### src/rtl/sprite_pkg.sv
// Shared constants for the sprite motion engine: edge policies, FSM encoding,
// direction bit positions and a per-axis step helper.
package sprite_pkg;
  localparam int EDGE_CLAMP = 0;
  localparam int EDGE_WRAP  = 1;
  localparam int EDGE_EXIT  = 2;

  localparam int DIR_UP    = 3;
  localparam int DIR_DOWN  = 2;
  localparam int DIR_LEFT  = 1;
  localparam int DIR_RIGHT = 0;

  typedef enum logic [2:0] {
    S_IDLE  = 3'd0,
    S_ERASE = 3'd1,
    S_MOVE  = 3'd2,
    S_DRAW  = 3'd3,
    S_DONE  = 3'd4
  } state_t;

  // Opposing direction bits cancel, so only a lone bit yields a step.
  function automatic int axis_delta(input logic neg_bit, input logic pos_bit, input int step);
    if (pos_bit && !neg_bit) return step;
    if (neg_bit && !pos_bit) return -step;
    return 0;
  endfunction
endpackage

### src/rtl/sprite_motion_engine_raster_scan.sv
// Row-major (column fastest) scan counter over the sprite box; wraps to the
// origin after the last pixel is stepped past.
module raster_scan #(
  parameter int SPR_W = 15,
  parameter int SPR_H = 10,
  parameter int CW    = 8,
  parameter int RW    = 7
) (
  input  logic          i_clk,
  input  logic          i_clear,
  input  logic          i_step,
  output logic [CW-1:0] o_col,
  output logic [RW-1:0] o_row,
  output logic          o_last
);
  logic [CW-1:0] r_col;
  logic [RW-1:0] r_row;
  logic          w_col_end;

  assign w_col_end = (r_col == CW'(SPR_W - 1));
  assign o_last    = w_col_end && (r_row == RW'(SPR_H - 1));
  assign o_col     = r_col;
  assign o_row     = r_row;

  always_ff @(posedge i_clk) begin
    if (i_clear || (i_step && o_last)) begin
      r_col <= '0;
      r_row <= '0;
    end else if (i_step) begin
      if (w_col_end) begin
        r_col <= '0;
        r_row <= r_row + 1'b1;
      end else begin
        r_col <= r_col + 1'b1;
      end
    end
  end
endmodule

### src/rtl/sprite_motion_engine.sv
// One on-screen sprite: erase old box, apply a move with an edge policy, then
// redraw from a 1-cycle-latency pattern ROM with a transparent key colour.
module sprite_motion_engine
  import sprite_pkg::*;
#(
  parameter int             SCREEN_W   = 160,
  parameter int             SCREEN_H   = 120,
  parameter int             SPR_W      = 15,
  parameter int             SPR_H      = 10,
  parameter int             X_W        = 8,
  parameter int             Y_W        = 7,
  parameter int             STEP       = 1,
  parameter int             EDGE_MODE  = EDGE_CLAMP,
  parameter int             INIT_X     = 80,
  parameter int             INIT_Y     = 60,
  parameter int             COL_W      = 3,
  parameter logic [COL_W-1:0] BG_COLOUR  = COL_W'(0),
  parameter logic [COL_W-1:0] KEY_COLOUR = COL_W'(5)
) (
  input  logic             i_clk,
  input  logic             i_reset,
  input  logic             i_start,
  input  logic [3:0]       i_dir,
  input  logic             i_respawn,
  output logic             o_busy,
  output logic             o_done,
  output logic             o_left_screen,
  output logic             o_plot,
  output logic [X_W-1:0]   o_x_out,
  output logic [Y_W-1:0]   o_y_out,
  output logic [COL_W-1:0] o_colour_out,
  output logic [4:0]       o_pat_x,
  output logic [3:0]       o_pat_y,
  input  logic [COL_W-1:0] i_pat_colour,
  output logic [X_W-1:0]   o_pos_x,
  output logic [Y_W-1:0]   o_pos_y
);
  localparam logic [X_W-1:0] MAX_X = X_W'(SCREEN_W - SPR_W);
  localparam logic [Y_W-1:0] MAX_Y = Y_W'(SCREEN_H - SPR_H);

  state_t r_state, w_next;

  logic [X_W-1:0] r_pos_x, r_pcol, w_col, w_mx;
  logic [Y_W-1:0] r_pos_y, r_prow, w_row, w_my;
  logic [3:0]     r_dir;
  logic           r_respawn, r_left, r_pix_vld, r_addr_done;
  logic           w_last, w_clear, w_step, w_issue;

  logic signed [X_W:0] w_dx, w_nx;
  logic signed [Y_W:0] w_dy, w_ny;
  logic w_xlo, w_xhi, w_ylo, w_yhi;

  raster_scan #(.SPR_W(SPR_W), .SPR_H(SPR_H), .CW(X_W), .RW(Y_W)) u_scan (
    .i_clk  (i_clk),
    .i_clear(w_clear | i_reset),
    .i_step (w_step),
    .o_col  (w_col),
    .o_row  (w_row),
    .o_last (w_last)
  );

  // Candidate position in one extra signed bit so both underflow and overflow are visible.
  always_comb begin
    w_dx  = (X_W+1)'(axis_delta(r_dir[DIR_LEFT], r_dir[DIR_RIGHT], STEP));
    w_dy  = (Y_W+1)'(axis_delta(r_dir[DIR_UP],   r_dir[DIR_DOWN],  STEP));
    w_nx  = $signed({1'b0, r_pos_x}) + w_dx;
    w_ny  = $signed({1'b0, r_pos_y}) + w_dy;
    w_xlo = w_nx[X_W];
    w_ylo = w_ny[Y_W];
    w_xhi = w_nx > $signed({1'b0, MAX_X});
    w_yhi = w_ny > $signed({1'b0, MAX_Y});
    w_mx  = w_nx[X_W-1:0];
    w_my  = w_ny[Y_W-1:0];
    if (EDGE_MODE == EDGE_WRAP) begin
      if (w_xlo) w_mx = MAX_X; else if (w_xhi) w_mx = '0;
      if (w_ylo) w_my = MAX_Y; else if (w_yhi) w_my = '0;
    end else begin
      if (w_xlo) w_mx = '0; else if (w_xhi) w_mx = MAX_X;
      if (w_ylo) w_my = '0; else if (w_yhi) w_my = MAX_Y;
    end
  end

  always_ff @(posedge i_clk) begin
    if (i_reset) r_state <= S_IDLE;
    else         r_state <= w_next;
  end

  always_comb begin
    w_next       = r_state;
    w_clear      = 1'b0;
    w_step       = 1'b0;
    w_issue      = 1'b0;
    o_plot       = 1'b0;
    o_x_out      = '0;
    o_y_out      = '0;
    o_colour_out = '0;
    o_pat_x      = '0;
    o_pat_y      = '0;
    case (r_state)
      S_IDLE: begin
        if (i_start) begin
          w_next  = S_ERASE;
          w_clear = 1'b1;
        end
      end
      S_ERASE: begin
        o_plot       = 1'b1;
        o_x_out      = r_pos_x + w_col;
        o_y_out      = r_pos_y + w_row;
        o_colour_out = BG_COLOUR;
        w_step       = 1'b1;
        if (w_last) w_next = S_MOVE;
      end
      S_MOVE: begin
        w_clear = 1'b1;
        w_next  = S_DRAW;
      end
      S_DRAW: begin
        // Address stage runs one cycle ahead of the pixel output stage.
        w_issue = !r_addr_done;
        w_step  = w_issue;
        if (w_issue) begin
          o_pat_x = 5'(w_col);
          o_pat_y = 4'(w_row);
        end
        if (r_pix_vld) begin
          o_x_out      = r_pos_x + r_pcol;
          o_y_out      = r_pos_y + r_prow;
          o_colour_out = i_pat_colour;
          o_plot       = (i_pat_colour != KEY_COLOUR);
          if (r_addr_done) w_next = S_DONE;
        end
      end
      S_DONE:  w_next = S_IDLE;
      default: w_next = S_IDLE;
    endcase
  end

  always_ff @(posedge i_clk) begin
    if (i_reset) begin
      r_pos_x     <= X_W'(INIT_X);
      r_pos_y     <= Y_W'(INIT_Y);
      r_dir       <= '0;
      r_respawn   <= 1'b0;
      r_left      <= 1'b0;
      r_pix_vld   <= 1'b0;
      r_addr_done <= 1'b0;
      r_pcol      <= '0;
      r_prow      <= '0;
    end else begin
      if (r_state == S_IDLE && i_start) begin
        r_dir     <= i_dir;
        r_respawn <= i_respawn;
      end
      if (r_state == S_MOVE) begin
        r_pix_vld   <= 1'b0;
        r_addr_done <= 1'b0;
        if (r_respawn) begin
          r_pos_x <= X_W'(INIT_X);
          r_pos_y <= Y_W'(INIT_Y);
          r_left  <= 1'b0;
        end else if (EDGE_MODE == EDGE_EXIT && (w_xlo || w_xhi || w_ylo || w_yhi)) begin
          r_pos_x <= X_W'(INIT_X);
          r_pos_y <= Y_W'(INIT_Y);
          r_left  <= 1'b1;
        end else begin
          r_pos_x <= w_mx;
          r_pos_y <= w_my;
        end
      end
      if (r_state == S_DRAW) begin
        r_pix_vld <= w_issue;
        r_pcol    <= w_col;
        r_prow    <= w_row;
        if (w_issue && w_last) r_addr_done <= 1'b1;
      end
      if (r_state == S_DONE) r_left <= 1'b0;
    end
  end

  assign o_busy        = (r_state != S_IDLE);
  assign o_done        = (r_state == S_DONE);
  assign o_left_screen = r_left;
  assign o_pos_x       = r_pos_x;
  assign o_pos_y       = r_pos_y;
endmodule

### config.mk
export PLATFORM = sky130hd
export DESIGN_NAME = sprite_motion_engine
export DESIGN_NICKNAME = d
export VERILOG_FILES = /design/src/rtl/sprite_pkg.sv /design/src/rtl/sprite_motion_engine_raster_scan.sv /design/src/rtl/sprite_motion_engine.sv
export SDC_FILE = /design/constraint.sdc
export NUM_CORES = 1
export LEC_CHECK = 0
export ABC_AREA = 1
export CELL_PAD_IN_SITES_DETAIL_PLACEMENT = 0
export CELL_PAD_IN_SITES_GLOBAL_PLACEMENT = 1
export CORE_MARGIN = 2
export CORE_UTILIZATION = 43
export DETAILED_ROUTE_END_ITERATION = 8
export GPL_TIMING_DRIVEN = 0
export PLACE_DENSITY = 0.95
export RECOVER_POWER = 50
export SLEW_MARGIN = 20
export SYNTH_ARGS = -nofsm -noshare
export SYNTH_HDL_FRONTEND = slang
export SYNTH_SLANG_ARGS = --single-unit
### constraint.sdc
create_clock -name i_clk -period 4.2 [get_ports i_clk]
set_input_delay 0.63 -clock i_clk [delete_from_list [all_inputs] [get_ports i_clk]]
set_output_delay 0.63 -clock i_clk [all_outputs]
set_load 0.02 [all_outputs]
* Word-level counts from Yosys, hierarchy flattened *
Cells that the tools add are included.

storage, ports and cells
  bits in registers = 55
  bits of input ports = 11
  word-level logic and storage cells = 99
  output and inout bits = 46

operators by class
  muxes and demuxes = 47
  equality and inequality tests = 11
  bitwise gates (word level) = 1
  $lt $le $gt $ge = 2
  reductions and logical operators = 19
  add/sub/neg operators = 8

operators with widths
  cell                                                                   count
  8-bit two-way mux                                                      8
  7-bit two-way mux                                                      4
  9-bit two-way mux                                                      3
  8-bit adder                                                            3
  3-bit two-way mux                                                      6
  1-bit two-way mux                                                      16
  8-bit one-hot mux with 2 select lines                                  1
  7-bit adder                                                            2
  7-bit one-hot mux with 2 select lines                                  1
  3-bit one-hot mux with 4 select lines                                  1
  5-bit two-way mux                                                      2
  9-bit adder                                                            1
  9-bit > comparator, second input constant                              1
  8-bit by 1-bit adder with 8-bit output, second input constant          1
  8-bit by 4-bit equality test with 1-bit output, second input constant  1
  8-bit > comparator, second input constant                              1
  1-bit logical AND                                                      8
  4-bit two-way mux                                                      2
  7-bit by 1-bit adder with 7-bit output, second input constant          1
  7-bit by 4-bit equality test with 1-bit output, second input constant  1
  3-bit by 2-bit equality test with 1-bit output, second input constant  2
  2-bit != test, second input constant                                   3
  1-bit one-hot mux with 2 select lines                                  3
  1-bit zero test                                                        5
  other kinds (11)                                                       11

* Logic depth before layout (Yosys ltp) *
  depth in word-level cells = 11
  mapped depth = 22
  depth with buffers taken out = 21

* Modules after synthesis *
Synthesis repeated with hierarchy kept, for this count alone.

unflattened totals
  cell total of the unflattened synthesis = 680
  area total of the unflattened synthesis = 4,511.8 um^2

by module, submodules not included
  module                times used  seq. area each (um^2)  cells each  area an instance (um^2)
  sprite_motion_engine  1           800.8                  551         3,623.5
  raster_scan           1           300.3                  129         888.4

* Least setup slack after synthesis *
No wires, ideal clock.

  path kind = register to output
  start = reg r_pos_x[0] (netlist: o_pos_x[0])
  end = out o_x_out[6]
  cell stages (with the launch flop) = 12
  path buffers = 0
  arrival = 2.194 ns
  slack = 1.376 ns
  data required time = 3.570 ns
  cell sequence = dfxtp_1 > ha_1 > fa_1 > nand2_1 > inv_1 > o21ai_0 > a21oi_1 > nor2_1 > nor2_1 > o21ai_0 > nand2_1 > o21ai_0

on the way
  longest elaborated chain between the ends = 3
  elaborated cells between the ends (all ways) = 4
  those cells by class = add/sub (2); mux (2)

RTL lines
  element                                    RTL line                     source
  from (decl)                                sprite_motion_engine.sv:43   logic [X_W-1:0] r_pos_x, r_pcol, w_col, w_mx;
  from (signal assigned)                     sprite_motion_engine.sv:141  r_pos_x <= X_W'(INIT_X);
  from (signal assigned)                     sprite_motion_engine.sv:159  r_pos_x <= X_W'(INIT_X);
  from (signal assigned)                     sprite_motion_engine.sv:163  r_pos_x <= X_W'(INIT_X);
  8-bit adder                                sprite_motion_engine.sv:127  o_x_out = r_pos_x + r_pcol;
  8-bit two-way mux                          sprite_motion_engine.sv:126  if (r_pix_vld) begin
  8-bit one-hot mux with 2 select lines (*)  sprite_motion_engine.sv:99   case (r_state)
  to (decl)                                  sprite_motion_engine.sv:29   output logic [X_W-1:0] o_x_out,

Mark *: on every way between the ends. The rest lies on a longest branch, timed or not.

* Final worst setup path *
Same ends and word-level chain as after synthesis.

==> metrics.cfg <==
[sta]
final-max-slew-violation-count=0
finClkSkew_ns=0.00806
post-route-min-period_ns=3.78
fin_hold_ws_ns=0.459
final.setup.tns_ns=0
slew_headroom_pct=56.9
tightest_slew_ns=0.643
setup_violations=0
hold_viol_final=0
timing.fmax_mhz=265
timing.final.ws_setup_ns=0.424
min_period_over_period_pct=89.9
grt_setup_unrepaired=no

[routing]
first_iter_violations=200
viasPerCell=5.10
drtAntennaViolNets=0
dr_total_vias=4434
drc=0
wl_per_cell_microns=13.2
wirelength_microns=11500
dr.pass1.iters=4

[critical_path]
crit_chain=ha_1 -> fa_1 -> nand2_1 -> inv_1 -> o21ai_0 -> a21oi_1 -> nor2_1 -> nor2_1 -> o21ai_0 -> nand2_1 -> o21ai_0 -> clkdlybuf4s50_1
cp.buffers_inverters=2
crit_required_ns=3.57
criticalPathCategory=reg2out
crit_fanout=5
max_stage_delay_ns=0.68
end_kind=output pin
path_common_cell=o21ai_0
crit_path_top_delay_cell=clkdlybuf4s50_1
crit_family=compound AO/OA/AOI/OAI gates
crit_arrival_ns=3.15
start_kind=register

[clocking]
post_cts_buffers=0
cts_buffers=5
clkSinkCount=55
h-tree-depth=2
clkTransAtPathRegs_ns=0.10
clk_latency_ns=0.31
postCtsHoldBufs=0
cts_resized=0
cts_tree=built
clockRootBuffer=clkbuf_8
cts.path.max_buffers=2

[synth]
seq_area_frac_synth_pct=25.0
synth_seq_cells=55
netlist_instances=673
synth_nets=732
syn_area_per_cell_sq_um=6.55
yosys.area.top_type_share_pct=25.0
yosys_warnings=0
yosys.area.top_type=dfxtp_1
synth_cell_types=42
synthesis.area_sq_mm=0.00441
synth_area_leaders=dfxtp_1, nand2_1, ha_1

[power]
power.leakage_uw=0.00250
peakVddDrop_uv=120
pwr_density_cell_mw_per_mm2=204

[floorplanning]
core-area_sq_mm=0.00986
start_util_pct=44.7
chipHeight_microns=105
row_count=36
io_pins=57
die_area_sq_mm=0.0111
die-width_microns=105

[global_route]
grt_max_degree=17
grt_pass1_vias=4334
grt_pass1_wl_microns=19500
antenna_found_initial=0
grt.total_usage_pct=21.2
grt_overflow_total=0

[placement]
port_buffers=55
pre_cts_slack_ns=0.809
place_area_sq_mm=0.00513
gp_congestion=0.905
hpwl_microns=9320

[hold_path]
worstHoldPathType=reg2reg

[layout]
drive_above_1_share_pct=6.52
seqCellArea_sq_mm=0.00110
fillers=997
multiInputGateArea_sq_mm=0.00285
finalInstanceArea_sq_mm=0.00520
num_antenna_cells=0
nets=794
syn2layout_area_growth_pct=17.9

[flow_run]
cap_violations=0

[status]
status=finished clean

sequential cells by signal, indices dropped and copies added (netlist names), 3 cells and up:
| name | flops |
|---|---|
| o_pos_x | 8 |
| o_pos_y | 7 |
| r_dir | 4 |
| r_pcol | 8 |
| r_prow | 7 |
| r_state | 3 |
| u_scan.o_col | 8 |
| u_scan.o_row | 7 |
per-stage QoR:
stage / power (uW) / utilization [%] / std cells
after global routing: 1120 / 52.7 / 869
after detailed placement: 775 / 52.0 / 861
after CTS: 1070 / 52.8 / 869
after floorplan: 710 / - / 673
after global placement: 773 / 52.0 / 861
final: 1060 / 52.7 / 869
per-layer routing:
| metal | GRT usage [%] | part of all wire (%) | wire length [microns] |
|---|---|---|---|
| met3 | 2.72 | 3.0 | 345 |
| met1 | 26.8 | 47 | 5350 |
| met4 | 6.00 | 1.7 | 193 |
| met2 | 37.4 | 49 | 5610 |
| met5 | 0 | 0 | 0 |
final timing paths:
path                   start          to  slack (ns)  cells after the start
hold / removal      r_dir[3]    r_dir[3]        0.46                      2
setup / recovery  o_pos_x[0]  o_x_out[6]        0.42                     12
hold reg to reg     r_dir[3]    r_dir[3]        0.46                      2
setup reg to reg    r_dir[0]  o_pos_x[0]        1.70                     21
worst reg2reg max path, stage by stage, from the launching register on:
cell and delay (ns):
dfxtp_1 0.31, inv_1 0.08, ha_1 0.35, buf_6 0.20, nand2_1 0.09, nand2_1 0.13, inv_2 0.04, ha_1 0.18
inv_1 0.06, nand2_1 0.10, nand3_2 0.10, nand2_1 0.07, nand2_1 0.08, nand2_1 0.05, nand2_1 0.09, nand2_1 0.09
nand2_1 0.10, inv_2 0.05, nand2_4 0.07, nand2_1 0.05, nand2_1 0.05, nand2_1 0.05
layout by cell type, fill, tap and decap left out, drive strengths merged, types with 3 or more instances in the layout:
cell	Yosys	final
ha	43	43
a22o	5	5
nand3b	3	3
or2	4	4
a211oi	10	10
nand4	10	10
a31oi	3	3
o211ai	3	3
nor2	69	69
buf	5	4
dfxtp	55	55
clkdlybuf4s50	0	38
inv	98	98
nand2	178	178
fa	5	5
nor3b	3	3
o21bai	3	3
dlygate4sd3	0	17
xor2	8	8
nor3	12	12
a21oi	49	49
o21ai	37	37
o22ai	7	7
nand3	44	44
clkbuf	9	16
logic make-up (layout without fill, tap and decap cells):
kind of cell    count (synthesis)  after routing  share of synthesized area, %
flops                          55             55                          25.0
compound gates                120            120                          15.7
other cells                     1              1                        0.0850
fa+ha+maj                      48             48                          14.5
simple gates                  327            327                          32.7
xor+xnor                       10             10                          1.99
buf+inv                       112            175                          10.0
cells in the mapped netlist:
library cell,number
nand2_1,165
inv_1,84
nor2_1,67
dfxtp_1,55
a21oi_1,48
ha_1,43
nand3_1,40
o21ai_0,36
inv_2,14
nand2_2,11
a211oi_1,10
nand4_1,10
nor3_1,10
clkbuf_1,9
xor2_1,8
o22ai_1,7
a22o_1,5
fa_1,5
nand3_2,4
a31oi_1,3
nand3b_1,3
nor3b_1,3
o21bai_1,3
or2_2,3
buf_2,2
buf_6,2
nand2_4,2
nor2_2,2
nor3_2,2
nor4_1,2
o211ai_1,2
o21a_1,2
xnor2_1,2
a21oi_2,1
a32o_1,1
and2_1,1
and3_1,1
buf_4,1
conb_1,1
o211ai_2,1
o21ai_2,1
or2_1,1
power by group:
group	switching [uW]	internal, uW
clock network	180	117
registers	4.41	527
logic	149	84.6
layout make-up:
| type | count | area share, % |
|---|---|---|
| plain buffers | 14 | 1.40 |
| clock buffers | 6 | 1.40 |
| clock inverters | 2 | 0.241 |
| inverters | 98 | 7.08 |
| multi-input cells | 506 | 54.9 |
| flip-flops and latches | 55 | 21.2 |
| well taps | 133 | 3.20 |
| repair buffers | 55 | 10.6 |
Power figures use the tool's default switching activity.
